`config.mk`:
```
export PLATFORM = sky130hd
export DESIGN_NAME = ntt_vector_loader
export DESIGN_NICKNAME = d
export VERILOG_FILES = /design/src/rtl/ntt_pkg.sv /design/src/rtl/ntt_bitrev_idx.sv /design/src/rtl/ntt_vector_loader.sv
export SDC_FILE = /design/constraint.sdc
export NUM_CORES = 1
export LEC_CHECK = 0
export ABC_AREA = 0
export CAP_MARGIN = 20
export CORE_ASPECT_RATIO = 1.75
export CORE_MARGIN = 10
export CORE_UTILIZATION = 33
export CTS_BUF_LIST = sky130_fd_sc_hd__clkbuf_4 sky130_fd_sc_hd__clkbuf_8
export CTS_CLUSTER_SIZE = 16
export DETAILED_ROUTE_END_ITERATION = 10
export HOLD_SLACK_MARGIN = 0.06
export PLACE_DENSITY_LB_ADDON = 0.1
export SLEW_MARGIN = 0
export SYNTH_ARGS = -nofsm -noshare
export SYNTH_HDL_FRONTEND = slang
export SYNTH_SLANG_ARGS = --single-unit
```
`constraint.sdc`:
```
create_clock -name clk -period 3 [get_ports clk]
set_input_delay 0.6 -clock clk [delete_from_list [all_inputs] [get_ports clk]]
set_output_delay 0.6 -clock clk [all_outputs]
set_load 0.03 [all_outputs]
```
`src/rtl/ntt_pkg.sv`:
```
// Shared types and defaults for the NTT vector loader: FSM state, default
// geometry/modulus and the bit-reversal helper.
package ntt_pkg;

  localparam int unsigned NTT_W = 32;
  localparam int unsigned NTT_N = 8;
  localparam int unsigned NTT_Q = 134221489;

  typedef enum logic {
    FILL = 1'b0,
    EMIT = 1'b1
  } ntt_state_e;

  // Reverses the low `bits` bits of v; higher bits of the result are zero.
  function automatic logic [31:0] bitrev(input logic [31:0] v, input int unsigned bits);
    logic [31:0] r;
    r = '0;
    for (int unsigned b = 0; b < bits; b++) begin
      r[b] = v[bits-1-b];
    end
    return r;
  endfunction

endpackage

```
`src/rtl/ntt_bitrev_idx.sv`:
```
// Combinational bit-reversed slot index for the NTT vector loader
// (used only when NTT_LOADER_BITREV_EN is defined).
module ntt_bitrev_idx
  import ntt_pkg::*;
#(
  parameter int unsigned IW = 3
) (
  input  logic [IW-1:0] idx_i,
  output logic [IW-1:0] slot_o
);

  assign slot_o = IW'(bitrev(32'(idx_i), IW));

endmodule

```
`src/rtl/ntt_vector_loader.sv`:
```
// Serial-to-parallel coefficient loader feeding an NTT core, with sticky
// range/frame error flags. Optional macro NTT_LOADER_BITREV_EN stores
// coefficients in bit-reversed slot order.
module ntt_vector_loader
  import ntt_pkg::*;
#(
  parameter int unsigned W         = NTT_W,
  parameter int unsigned N         = NTT_N,
  parameter int unsigned Modulus_Q = NTT_Q
) (
  input  logic           clk,
  input  logic           reset,
  input  logic           coef_valid,
  output logic           coef_ready,
  input  logic [W-1:0]   coef_data,
  input  logic           coef_last,
  input  logic           mode_in,
  output logic [N*W-1:0] vec_out,
  output logic           vec_valid,
  output logic           vec_mode,
  output logic           range_err,
  output logic           frame_err,
  input  logic           err_clr
);

  localparam int unsigned IW = $clog2(N);
  localparam int unsigned CW = (W > 32) ? W : 32;
  localparam logic [IW-1:0] IDX_LAST = IW'(N - 1);

  ntt_state_e            state_q, state_d;
  logic [IW-1:0]         idx_q, idx_d;
  logic [IW-1:0]         slot;
  logic                  mode_q, mode_d;
  logic                  rdy_q;
  logic [N-1:0][W-1:0]   shadow_q, shadow_d;
  logic [N*W-1:0]        vec_out_q, vec_out_d;
  logic                  vec_mode_q, vec_mode_d;
  logic                  range_q, range_d;
  logic                  frame_q, frame_d;
  logic                  accept;
  logic                  over_q;

`ifdef NTT_LOADER_BITREV_EN
  ntt_bitrev_idx #(.IW(IW)) u_bitrev (
    .idx_i  (idx_q),
    .slot_o (slot)
  );
`else
  assign slot = idx_q;
`endif

  // rdy_q keeps coef_ready low until the first clock edge after reset release.
  assign coef_ready = rdy_q && (state_q == FILL);
  assign vec_valid  = (state_q == EMIT);
  assign vec_out    = vec_out_q;
  assign vec_mode   = vec_mode_q;
  assign range_err  = range_q;
  assign frame_err  = frame_q;
  assign accept     = coef_valid && coef_ready;
  assign over_q     = CW'(coef_data) >= CW'(Modulus_Q);

  always_comb begin
    state_d    = state_q;
    idx_d      = idx_q;
    mode_d     = mode_q;
    shadow_d   = shadow_q;
    vec_out_d  = vec_out_q;
    vec_mode_d = vec_mode_q;
    range_d    = range_q && !err_clr;
    frame_d    = frame_q && !err_clr;
    unique case (state_q)
      FILL: begin
        if (accept) begin
          shadow_d[slot] = coef_data;
          if (idx_q == '0) mode_d = mode_in;
          if (over_q) range_d = 1'b1;
          if (idx_q == IDX_LAST) begin
            idx_d      = '0;
            state_d    = EMIT;
            vec_out_d  = shadow_d;
            vec_mode_d = mode_d;
            if (!coef_last) frame_d = 1'b1;
          end else if (coef_last) begin
            // Short frame: drop it and restart at slot 0.
            idx_d   = '0;
            frame_d = 1'b1;
          end else begin
            idx_d = idx_q + 1'b1;
          end
        end
      end
      EMIT: state_d = FILL;
      default: state_d = FILL;
    endcase
  end

  always_ff @(posedge clk or negedge reset) begin
    if (!reset) begin
      state_q    <= FILL;
      idx_q      <= '0;
      mode_q     <= 1'b0;
      rdy_q      <= 1'b0;
      shadow_q   <= '0;
      vec_out_q  <= '0;
      vec_mode_q <= 1'b0;
      range_q    <= 1'b0;
      frame_q    <= 1'b0;
    end else begin
      state_q    <= state_d;
      idx_q      <= idx_d;
      mode_q     <= mode_d;
      rdy_q      <= 1'b1;
      shadow_q   <= shadow_d;
      vec_out_q  <= vec_out_d;
      vec_mode_q <= vec_mode_d;
      range_q    <= range_d;
      frame_q    <= frame_d;
    end
  end

endmodule

```
==> impl_results.md, run 1 <==
* WL final at 68000 µm
* DRT iter0 DRCs at roughly 550
* Leakage power at 13.1 nW
* Synth Cell Area at 0.0220 mm²
* Top delay family on crit path: buffers and inverters
* Total congestion overflow at 0
* Via count at 14200
* Syn nets at 1816
* DRT antenna net count at 0
* Mapped Cells at 1775
* Critical path class: reg -> out
* PD cells at 627 mW/mm²
* Worst Path Arrival at between 2 and 2.5 ns
* Required time worst endpoint at around 2.4 ns
* DRC Markers at 0
* Total setup buffers inserted after CTS at 0
* Worst path slowest cell: clkdlybuf4s50_1
* First-pass GRT wire length at 104000 µm
* H-tree depth at 3
* # hold bufs at CTS at 1
* Area growth syn-to-layout at 26.7%
* Top cells by area, synth: dfrtp_1 (59%), mux2i_1 (12%), mux2_1 (8.6%), o21ai_0 (5.9%), mux2_2 (4.6%)
* Avg Cell Area, Syn at about 12 µm²
* Vias in the first global route at ~16000
* CORE AREA at 0.0662 mm²
* Tot GR Track Use at 17.6%
* Slowest cell delay on critical path at between 0.7 and 0.8 ns
* Status: complete, no violations
* Number of I/O port buffers at 298
* Drt wl/cell at between 20 and 25 µm
* Fmax at 0.368 GHz
* Final nets at 2113
* Drt pass-1 iters at 4
* Largest area contributor in the netlist: dfrtp_1
* Post-route cell area at roughly 0.028 mm²
* YS warnings at 0
* Layout Skew at 0.0261 ns
* CTS tree: built
* Setup TNS at 0 ns
* Share of layout cells above drive strength 1 at 15.4%
* Yosys reg bits at 521
* Initial core utilization at approximately 33%
* Crit path max fanout at 5
* Peak supply drop at 0.314 mV
* Cell-by-cell trace of the critical path: and2b_1, clkdlybuf4s50_1
* Worst path bufs/invs at 1
* Placement Setup Slack at 0.229 ns
* Share of the synthesized area in the top cell type at 59.4%
* Boundary Pins at 299
* Startpoint class of the critical path: flip-flop
* CTS Buf Count at 81
* Critical Path Sink Type: primary output
* Final WS setup at 0.281 ns
* Vias/cell at around 4.7
* CTS Sinks at 521
* Final-layout fill cell count at around 6400
* Die width at between 200 and 250 µm
* Sequential share of the synthesized area at around 59%
* Initial antenna violation count at 3
* Post-CTS sizing at 0
* Max-cap check violation count at 0
* CTS root buf: clkbuf_8
* Clock Latency Late Sink at 0.67 ns
* Post-DP HPWL at 46500 µm
* Final GP Congestion at 0.760
* Setup violations, final at 0
* Count of different cell masters after synthesis at 36
* Period utilization at 90.6%
* Min Tclk post-route at 2.72 ns
* Endpoints failing hold at 0
* Final Max Tran Viols at 0
* Max_slew headroom at 52.5%
* Clock-pin slew on the worst setup and hold paths at ~0.06 ns
* Die H at ~360 µm
* Hold Path Class: in -> async
* Die ar. at just under 0.08 mm²
* Pin count of the biggest net entering global routing at 162
* Tightest Pin Transition at 0.713 ns
* Clock Path Buffers at 3
* Std-Cell Rows at 125
* Placement Cell Area at approximately 0.026 mm²
* RSZ-0062 raised after global routing: false
-- worst reg2reg max path: stages, from the launching register on --
cell     delay, ns
dfrtp_1       0.68
inv_2         0.18
or3_2         0.53
buf_4         0.38
mux2i_1       0.35
o21ai_0       0.11
-- area by class of cell --
class | count | area, µm² | area share, %
multi-input cells | 1079 | 8180 | 29.4
repair buffers | 384 | 3810 | 13.7
diodes | 3 | 7.51 | 0.0270
flip-flops and latches | 521 | 13000 | 46.9
clock inverters | 6 | 62.6 | 0.225
clock buffers | 126 | 1600 | 5.74
well taps | 889 | 1110 | 4.00
inverters | 5 | 18.8 | 0.0674
-- state kept, by name (all words and copies together) (netlist names) --
name and count:
frame_err 1, idx_q 3, mode_q 1, range_err 1
rdy_q 1, shadow_q 256, vec_mode 1, vec_out 256
vec_valid 1
-- report_power, final --
group	switching (mW)	leakage, nW	internal (mW)
clock network	2.80	0.871	3.43
logic	1.34	5.19	1.29
registers	0.522	7.04	8.07
total	4.67	13.1	12.8
-- worst paths after layout --
kind / from / to / slack, ns / depth (start not counted)
max in group asynchronous: reset / idx_q[0] / 1.49 / 3
max reg2reg: idx_q[0] / vec_out[114] / 0.65 / 5
max: vec_valid / coef_ready / 0.28 / 2
min in group clk: vec_out[226] / vec_out[226] / 0.47 / 2
min: reset / vec_out[210] / 0.41 / 2
min reg2reg: vec_out[226] / vec_out[226] / 0.47 / 2
-- cells by family (layout without fill, tap and decap cells) --
group | after synthesis | count (layout) | share of synthesized area, %
flops | 521 | 521 | 59.4
fa+ha+maj | 3 | 3 | 0.171
mux | 514 | 514 | 24.9
buf+inv | 175 | 521 | 3.81
compound gates | 264 | 264 | 6.11
other cells | 1 | 4 | 0.0171
xor+xnor | 1 | 1 | 0.0399
simple gates | 296 | 296 | 5.57
-- per-layer routing --
metal	track usage [%]	part of all wire, %	up-vias
li1	-	-	6689
met2	30.1	50	307
met5	0	0	-
met3	4.39	5.6	91
met4	5.62	2.3	0
met1	21.3	42	7144
-- through the flow --
stage               total power, mW  hold WS [ns]  std cells  utilization (%)
global placement               11.3         0.463       2877             39.5
floorplan                      10.4         0.304       1775                -
CTS                            17.8         0.358       3010             42.0
finish                         17.5         0.412       3013             42.1
global route                   18.5         0.382       3011             42.1
detailed placement             11.4         0.469       2877             39.5
-- cells in the final DEF (no fill, tap or decap), types with 4 or more instances in the layout --
cell / synthesis / routed
nor4_1: 4 / 4
clkdlybuf4s50_1: 0 / 297
nand2_1: 263 / 263
mux2_2: 89 / 89
o21ai_0: 257 / 257
buf_4: 19 / 71
mux2_1: 168 / 168
clkbuf_4: 0 / 22
mux2i_1: 257 / 257
clkbuf_8: 0 / 104
buf_12: 0 / 14
nand3_4: 0 / 4
dfrtp_1: 521 / 521
-- Yosys cell counts --
cell	count
nor2b_1	4
inv_1	3
nor3_1	1
mux2_1	168
nor3b_1	1
buf_4	19
ha_1	3
a31o_1	1
and3_1	3
nand4_1	1
nor2_8	1
dfrtp_1	521
mux2i_1	257
xnor2_1	1
or4_1	2
o22ai_1	1
nor3_4	3
o32ai_1	1
mux2_2	89
a21o_1	1
conb_1	1
and2b_1	1
clkbuf_1	97
nor2_2	1
nand2_1	263
o21ai_1	2
o21ai_0	257
a2111oi_2	1
nor4_1	4
inv_2	2
nor2_1	4
buf_1	3
buf_2	44
nand3_1	6
buf_6	7
or3_1	1
Note: power is estimated with default switching activity, not from simulation.
==> run 2, diff against run 1 <==
--- a/config.mk
+++ b/config.mk
@@ -14,8 +14,8 @@
 export CTS_CLUSTER_SIZE = 16
 export DETAILED_ROUTE_END_ITERATION = 10
 export HOLD_SLACK_MARGIN = 0.06
-export PLACE_DENSITY_LB_ADDON = 0.1
 export SLEW_MARGIN = 0
 export SYNTH_ARGS = -nofsm -noshare
 export SYNTH_HDL_FRONTEND = slang
+export SYNTH_HIERARCHICAL = 1
 export SYNTH_SLANG_ARGS = --single-unit
==> impl_results.md, run 2 <==
* Hold Path Class: in -> async (unchanged)
* Setup violations, final at 0 (unchanged)
* DRT iter0 DRCs at 675 (was 549)
* Drt pass-1 iters at 5 (was 4)
* WL final at 66400 µm (was 68000 µm)
* Yosys reg bits at 521 (unchanged)
* Async S/R FF share, synth at 100% (unchanged)
* Tot GR Track Use at 17.0% (was 17.6%)
* Syn nets at 1816 (unchanged)
* Leakage power at 13.3 nW (was 13.1 nW)
* Top delay family on crit path: buffers and inverters (unchanged)
* Period utilization at 92.3% (was 90.6%)
* DRT antenna net count at 0 (unchanged)
* Vias in the first global route at 15800 (was 15500)
* CORE AREA at 0.0662 mm² (unchanged)
* Die ar. at 0.0777 mm² (unchanged)
* Mapped Cells at 1775 (unchanged)
* CTS Sinks at 521 (unchanged)
* Pin count of the biggest net entering global routing at 119 (was 162)
* Min Tclk post-route at 2.77 ns (was 2.72 ns)
* Most common cell after layout, fill and taps aside: dfrtp_1 (unchanged)
* Share of the synthesized area in the top cell type at 59.4% (unchanged)
* Post-synth EDFFs at 0 (unchanged)
* Clock Latency Late Sink at 0.66 ns (was 0.67 ns)
* Share of layout cells above drive strength 1 at 16.5% (was 15.4%)
* Via count at 14600 (was 14200)
* Critical path class: reg -> out (unchanged)
* CTS tree: built (unchanged)
* PD cells at 626 mW/mm² (was 627 mW/mm²)
* Placement Cell Area at 0.0264 mm² (was 0.0261 mm²)
* Clock power share at 36.0% (was 35.7%)
* Final GP Congestion at 0.768 (was 0.760)
* Pwr Total at 17.6 mW (was 17.5 mW)
* H-tree depth at 3 (unchanged)
* Setup TNS at 0 ns (unchanged)
* Top cells by area, synth: dfrtp_1 (59%), mux2i_1 (12%), mux2_1 (8.6%), o21ai_0 (5.9%), mux2_2 (4.6%) (unchanged)
* Finished Layout Cells at 3039 (was 3013)
* Post-route cell area at 0.0281 mm² (was 0.0278 mm²)
* Avg Cell Area, Syn at 12.4 µm² (unchanged)
* Sequential share of the synthesized area at 59.4% (unchanged)
* Area growth syn-to-layout at 28.0% (was 26.7%)
* Logic pwr share at 15.1% (about the same)
* Std-Cell Rows at 125 (unchanged)
* Post-DP HPWL at 45900 µm (was 46500 µm)
* Commonest cells after routing, fill and taps aside: dfrtp_1 (521), clkdlybuf4s50_1 (297), nand2_1 (263), mux2i_1 (257), o21ai_0 (257) (unchanged)
* Required time worst endpoint at 2.40 ns (about the same)
* R2r setup slk at 0.60 ns (was 0.65 ns)
* Switching pwr at 4.72 mW (was 4.67 mW)
* RSZ-0062 raised after global routing: false (unchanged)
* YS warnings at 6 (was 0)
* Final nets at 2129 (was 2113)
* DRC Markers at 0 (unchanged)
* Boundary Pins at 299 (unchanged)
* Cell-by-cell trace of the critical path: and2b_1, clkdlybuf4s50_1 (unchanged)
* Max-cap check violation count at 0 (unchanged)
* Status: complete, no violations (unchanged)
* Layout Skew at 0.0292 ns (was 0.0261 ns)
* Final Max Tran Viols at 0 (unchanged)
* Int Pwr at 12.9 mW (was 12.8 mW)
* Crit path max fanout at 5 (unchanged)
* Total congestion overflow at 0 (unchanged)
* Die H at 361 µm (unchanged)
* Worst Path Arrival at 2.17 ns (was 2.12 ns)
* Max_slew headroom at 46.1% (was 52.5%)
* Placement Setup Slack at 0.271 ns (was 0.229 ns)
* Commonest cells in the netlist: dfrtp_1 (521), nand2_1 (263), mux2i_1 (257), o21ai_0 (257), mux2_1 (168) (unchanged)
* CTS Buf Count at 79 (was 81)
* Peak supply drop at 0.418 mV (was 0.314 mV)
* Endpoints failing hold at 0 (unchanged)
* Critical Path Sink Type: primary output (unchanged)
* Slowest cell delay on critical path at 0.75 ns (was 0.74 ns)
* CTS root buf: clkbuf_8 (unchanged)
* Drt wl/cell at 21.8 µm (was 22.6 µm)
* Initial antenna violation count at 3 (unchanged)
* Number of I/O port buffers at 298 (unchanged)
* Count of different cell masters after synthesis at 36 (unchanged)
* Ys flop type: dfrtp_1 (unchanged)
* Clock Path Buffers at 3 (unchanged)
* Startpoint class of the critical path: flip-flop (unchanged)
* Count leader, synth: dfrtp_1 (unchanged)
* Worst path bufs/invs at 1 (unchanged)
* Final WS setup at 0.232 ns (was 0.281 ns)
* Register share of total power at 48.9% (was 49.2%)
* Inst Count DP at 2895 (was 2877)
* Vias/cell at 4.82 (was 4.72)
* Worst hold slack at 0.470 ns (was 0.412 ns)
* Synth Cell Area at 0.0220 mm² (unchanged)
* Fmax at 0.361 GHz (was 0.368 GHz)
* Final core utilization at 42.5% (was 42.1%)
* Tightest Pin Transition at 0.806 ns (was 0.713 ns)
* Switching Share at 26.8% (was 26.7%)
* First-pass GRT wire length at 101000 µm (was 104000 µm)
* Worst path slowest cell: clkdlybuf4s50_1 (unchanged)
* Initial core utilization at 33.2% (unchanged)
* Die width at 215 µm (unchanged)
* Clock-pin slew on the worst setup and hold paths at 0.07 ns (was 0.06 ns)
* Largest area contributor in the netlist: dfrtp_1 (unchanged)
[run 2: cell counts after synthesis]
No cell type changed its count.
[run 2: final cells by class]
cell class | count | area [µm²]
diodes | 1 | 2.50
clock buffers | 122 | 1520
clock inverters | 20 | 204
fillers | 6223 | 38000
inverters | 5 | 18.8
multi-input cells | 1079 | 8180
flip-flops and latches | 521 | 13000
well taps | 889 | 1110
repair buffers | 402 | 4030
[run 2: path summary, 6_finish.rpt]
| path | cells past startpoint | start | endpoint |
|---|---|---|---|
| min | 2 | reset | vec_out[56] |
| max reg2reg | 6 | idx_q[0] | vec_out[230] |
| max in group asynchronous | 3 | reset | shadow_q[195] |
| min in group clk | 2 | vec_out[98] | vec_out[98] |
| max | 2 | vec_valid | coef_ready |
| min reg2reg | 2 | vec_out[98] | vec_out[98] |
[run 2: cell families after synthesis]
logic type / share of synthesized area [%]
multiplexers: 24.9
AO/OA/AOI/OAI: 6.11
XOR/XNOR: 0.0399
AND/OR/NAND/NOR: 5.57
buffers and inverters: 3.81
adder cells (fa/ha/maj): 0.171
flip-flops: 59.4
other: 0.0171
[run 2: timing repair]
| item | in CTS | in global routing |
|---|---|---|
| resized for setup | 0 | 0 |
| hold buffers | 1 | 0 |
| setup buffers | 0 | 0 |
| hold endpoints to repair | 65 | 0 |
[run 2: layer usage]
| layer | track usage (%) | vias to the layer above | wire [µm] |
|---|---|---|---|
| li1 | - | 6743 | - |
| met1 | 19.9 | 7437 | 27600 |
| met2 | 30.0 | 366 | 33900 |
| met3 | 3.49 | 95 | 3110 |
| met4 | 6.29 | 0 | 1840 |
| met5 | 0 | - | 0 |
[run 2: power groups by stage]
stage	clock network, mW	logic [mW]	registers (mW)
3_5_place_dp	0	2.73	8.72
4_1_cts	6.59	2.74	8.60
6_report	6.34	2.66	8.61
5_1_grt	6.87	2.94	8.72
2_1_floorplan	0	1.72	8.63
3_3_place_gp	0	2.64	8.66
==> run 3, diff against run 2 <==
--- a/config.mk
+++ b/config.mk
@@ -7,6 +7,8 @@
 export LEC_CHECK = 0
 export ABC_AREA = 0
 export CAP_MARGIN = 20
+export CELL_PAD_IN_SITES_DETAIL_PLACEMENT = 0
+export CELL_PAD_IN_SITES_GLOBAL_PLACEMENT = 2
 export CORE_ASPECT_RATIO = 1.75
 export CORE_MARGIN = 10
 export CORE_UTILIZATION = 33
@@ -14,6 +16,7 @@
 export CTS_CLUSTER_SIZE = 16
 export DETAILED_ROUTE_END_ITERATION = 10
 export HOLD_SLACK_MARGIN = 0.06
+export PLACE_DENSITY_LB_ADDON = 0.1
 export SLEW_MARGIN = 0
 export SYNTH_ARGS = -nofsm -noshare
 export SYNTH_HDL_FRONTEND = slang
==> impl_results.md, run 3 (same netlist as run 2, synthesis figures left out) <==
* Status: complete, no violations (unchanged)
* Period utilization at 92.2% (was 92.3%)
* Final nets at 2117 (was 2129)
* Fmax at 0.362 GHz (was 0.361 GHz)
* DRC Markers at 0 (unchanged)
* Total congestion overflow at 0 (unchanged)
* Inst Count DP at 2879 (was 2895)
* Peak supply drop at 0.339 mV (was 0.418 mV)
* Commonest cells after routing, fill and taps aside: dfrtp_1 (521), clkdlybuf4s50_1 (297), nand2_1 (263), mux2i_1 (257), o21ai_0 (257) (unchanged)
* CTS Sinks at 521 (unchanged)
* Area growth syn-to-layout at 27.9% (was 28.0%)
* Initial core utilization at 33.2% (unchanged)
* Max_slew headroom at 49.8% (was 46.1%)
* Tightest Pin Transition at 0.753 ns (was 0.806 ns)
* Std-Cell Rows at 125 (unchanged)
* Max-cap check violation count at 0 (unchanged)
* Placement Setup Slack at 0.320 ns (was 0.271 ns)
* Worst Reg-to-Reg Cells at 4 (was 6)
* Placement Cell Area at 0.0263 mm² (was 0.0264 mm²)
* Endpoints failing hold at 0 (unchanged)
* Drt pass-1 iters at 6 (was 5)
* Most common cell after layout, fill and taps aside: dfrtp_1 (unchanged)
* Number of I/O port buffers at 298 (unchanged)
* CTS tree: built (unchanged)
* Final GP Congestion at 0.734 (was 0.768)
* CTS Buf Count at 83 (was 79)
* Setup TNS at 0 ns (unchanged)
* Clock-pin slew on the worst setup and hold paths at 0.06 ns (was 0.07 ns)
* PD cells at 630 mW/mm² (was 626 mW/mm²)
* Vias in the first global route at 15400 (was 15800)
* Post-DP HPWL at 46400 µm (was 45900 µm)
* Finished Layout Cells at 3031 (was 3039)
* Post-route cell area at 0.0281 mm² (about the same)
* Worst Path Arrival at 2.17 ns (about the same)
* RSZ-0062 raised after global routing: false (unchanged)
* Clock Path Buffers at 3 (unchanged)
* Post-CTS sizing at 0 (unchanged)
* Leakage power at 13.2 nW (was 13.3 nW)
* Startpoint class of the critical path: flip-flop (unchanged)
* Final Max Tran Viols at 0 (unchanged)
* Drt wl/cell at 22.7 µm (was 21.8 µm)
* Crit path from: vec_valid (unchanged)
* CTS root buf: clkbuf_8 (unchanged)
* Share of layout cells above drive strength 1 at 16.1% (was 16.5%)
* Die H at 361 µm (unchanged)
* Crit path max fanout at 5 (unchanged)
* R2R Path End: shadow_q[151] (was vec_out[230])
* Final WS setup at 0.234 ns (was 0.232 ns)
* Critical path class: reg -> out (unchanged)
* Setup violations, final at 0 (unchanged)
* Via count at 14400 (was 14600)
* Boundary Pins at 299 (unchanged)
* End point of the critical path: coef_ready (unchanged)
* Clock Latency Late Sink at 0.67 ns (was 0.66 ns)
* Tot GR Track Use at 17.8% (was 17.0%)
* R2r setup slk at 0.60 ns (about the same)
* Min Tclk post-route at 2.77 ns (about the same)
* CORE AREA at 0.0662 mm² (unchanged)
* Required time worst endpoint at 2.40 ns (about the same)
* FF-to-FF Start: idx_q[2] (was idx_q[0])
* DRT antenna net count at 0 (unchanged)
* WL final at 68700 µm (was 66400 µm)
* Die width at 215 µm (unchanged)
* Pin count of the biggest net entering global routing at 113 (was 119)
* Hold Path Class: in -> async (unchanged)
* H-tree depth at 3 (unchanged)
* Critical Path Sink Type: primary output (unchanged)
* Die ar. at 0.0777 mm² (unchanged)
* Initial antenna violation count at 2 (was 3)
* Vias/cell at 4.74 (was 4.82)
* First-pass GRT wire length at 104000 µm (was 101000 µm)
* Layout Skew at 0.0197 ns (was 0.0292 ns)
* DRT iter0 DRCs at 629 (was 675)
* Worst hold slack at 0.457 ns (was 0.470 ns)
==> run 3: changes by cell type in the layout (fill, tap and decap cells not counted) <==
cell | previous run | this run
buf_4 | 82 | 65
clkbuf_8 | 97 | 110
clkbuf_4 | 25 | 33
clkinv_2 | 10 | 3
bufinv_16 | 3 | 0
clkinvlp_4 | 4 | 1
diode_2 | 1 | 4
inv_6 | 2 | 0
buf_12 | 21 | 22
clkinv_8 | 1 | 0
or3_2 | 1 | 0
or3_4 | 0 | 1
==> run 3: through the flow <==
stage / utilization (%) / total power, mW
after global placement: 39.7 / 11.3
final: 42.4 / 17.7
after global routing: 42.4 / 18.7
after floorplan: - / 10.4
after CTS: 42.4 / 18.1
after detailed placement: 39.7 / 11.4
==> run 3: layer usage <==
metal / up-vias / GRT usage (%) / wire length (µm)
met2: 340 / 30.7 / 34600
met3: 92 / 4.09 / 3560
li1: 6722 / - / -
met5: - / 0 / 7
met1: 7210 / 21.6 / 29100
met4: 2 / 5.34 / 1460
==> run 3: power breakdown <==
| group | leakage (nW) | switching [mW] | internal [mW] |
|---|---|---|---|
| sequential | 7.04 | 0.517 | 8.07 |
| clock | 0.955 | 2.84 | 3.66 |
| combinational | 5.24 | 1.32 | 1.29 |
| total | 13.2 | 4.67 | 13.0 |
==> run 3: repair_timing <==
item	4_1_cts	5_1_grt
hold buffers	1	0
hold endpoints to repair	50	0
setup buffers	0	0
==> run 3: worst max-delay path, cell delays in order, from the launching register on <==
cell and delay, ns:
dfrtp_1 0.38, and2b_1 0.38, clkdlybuf4s50_1 0.75
==> run 3: cell type report <==
type                            count  area, µm²
Tap cell                          889       1110
Inverter                            5       18.8
Sequential cell                   521      13000
Fill cell                        6340      38100
Timing Repair Buffer              386       3930
Multi-Input combinational cell   1079       8190
Clock inverter                      4       22.5
Clock buffer                      143       1760
Antenna cell                        4       10.0
==> run 3: worst min-delay path by stage <==
stage	endpoint	slack (ns)
after floorplan	frame_err	0.30
after global placement	vec_out[168]	0.47
after detailed placement	vec_out[135]	0.47
after CTS	vec_out[243]	0.42
after global routing	vec_out[177]	0.45
final	vec_out[245]	0.46
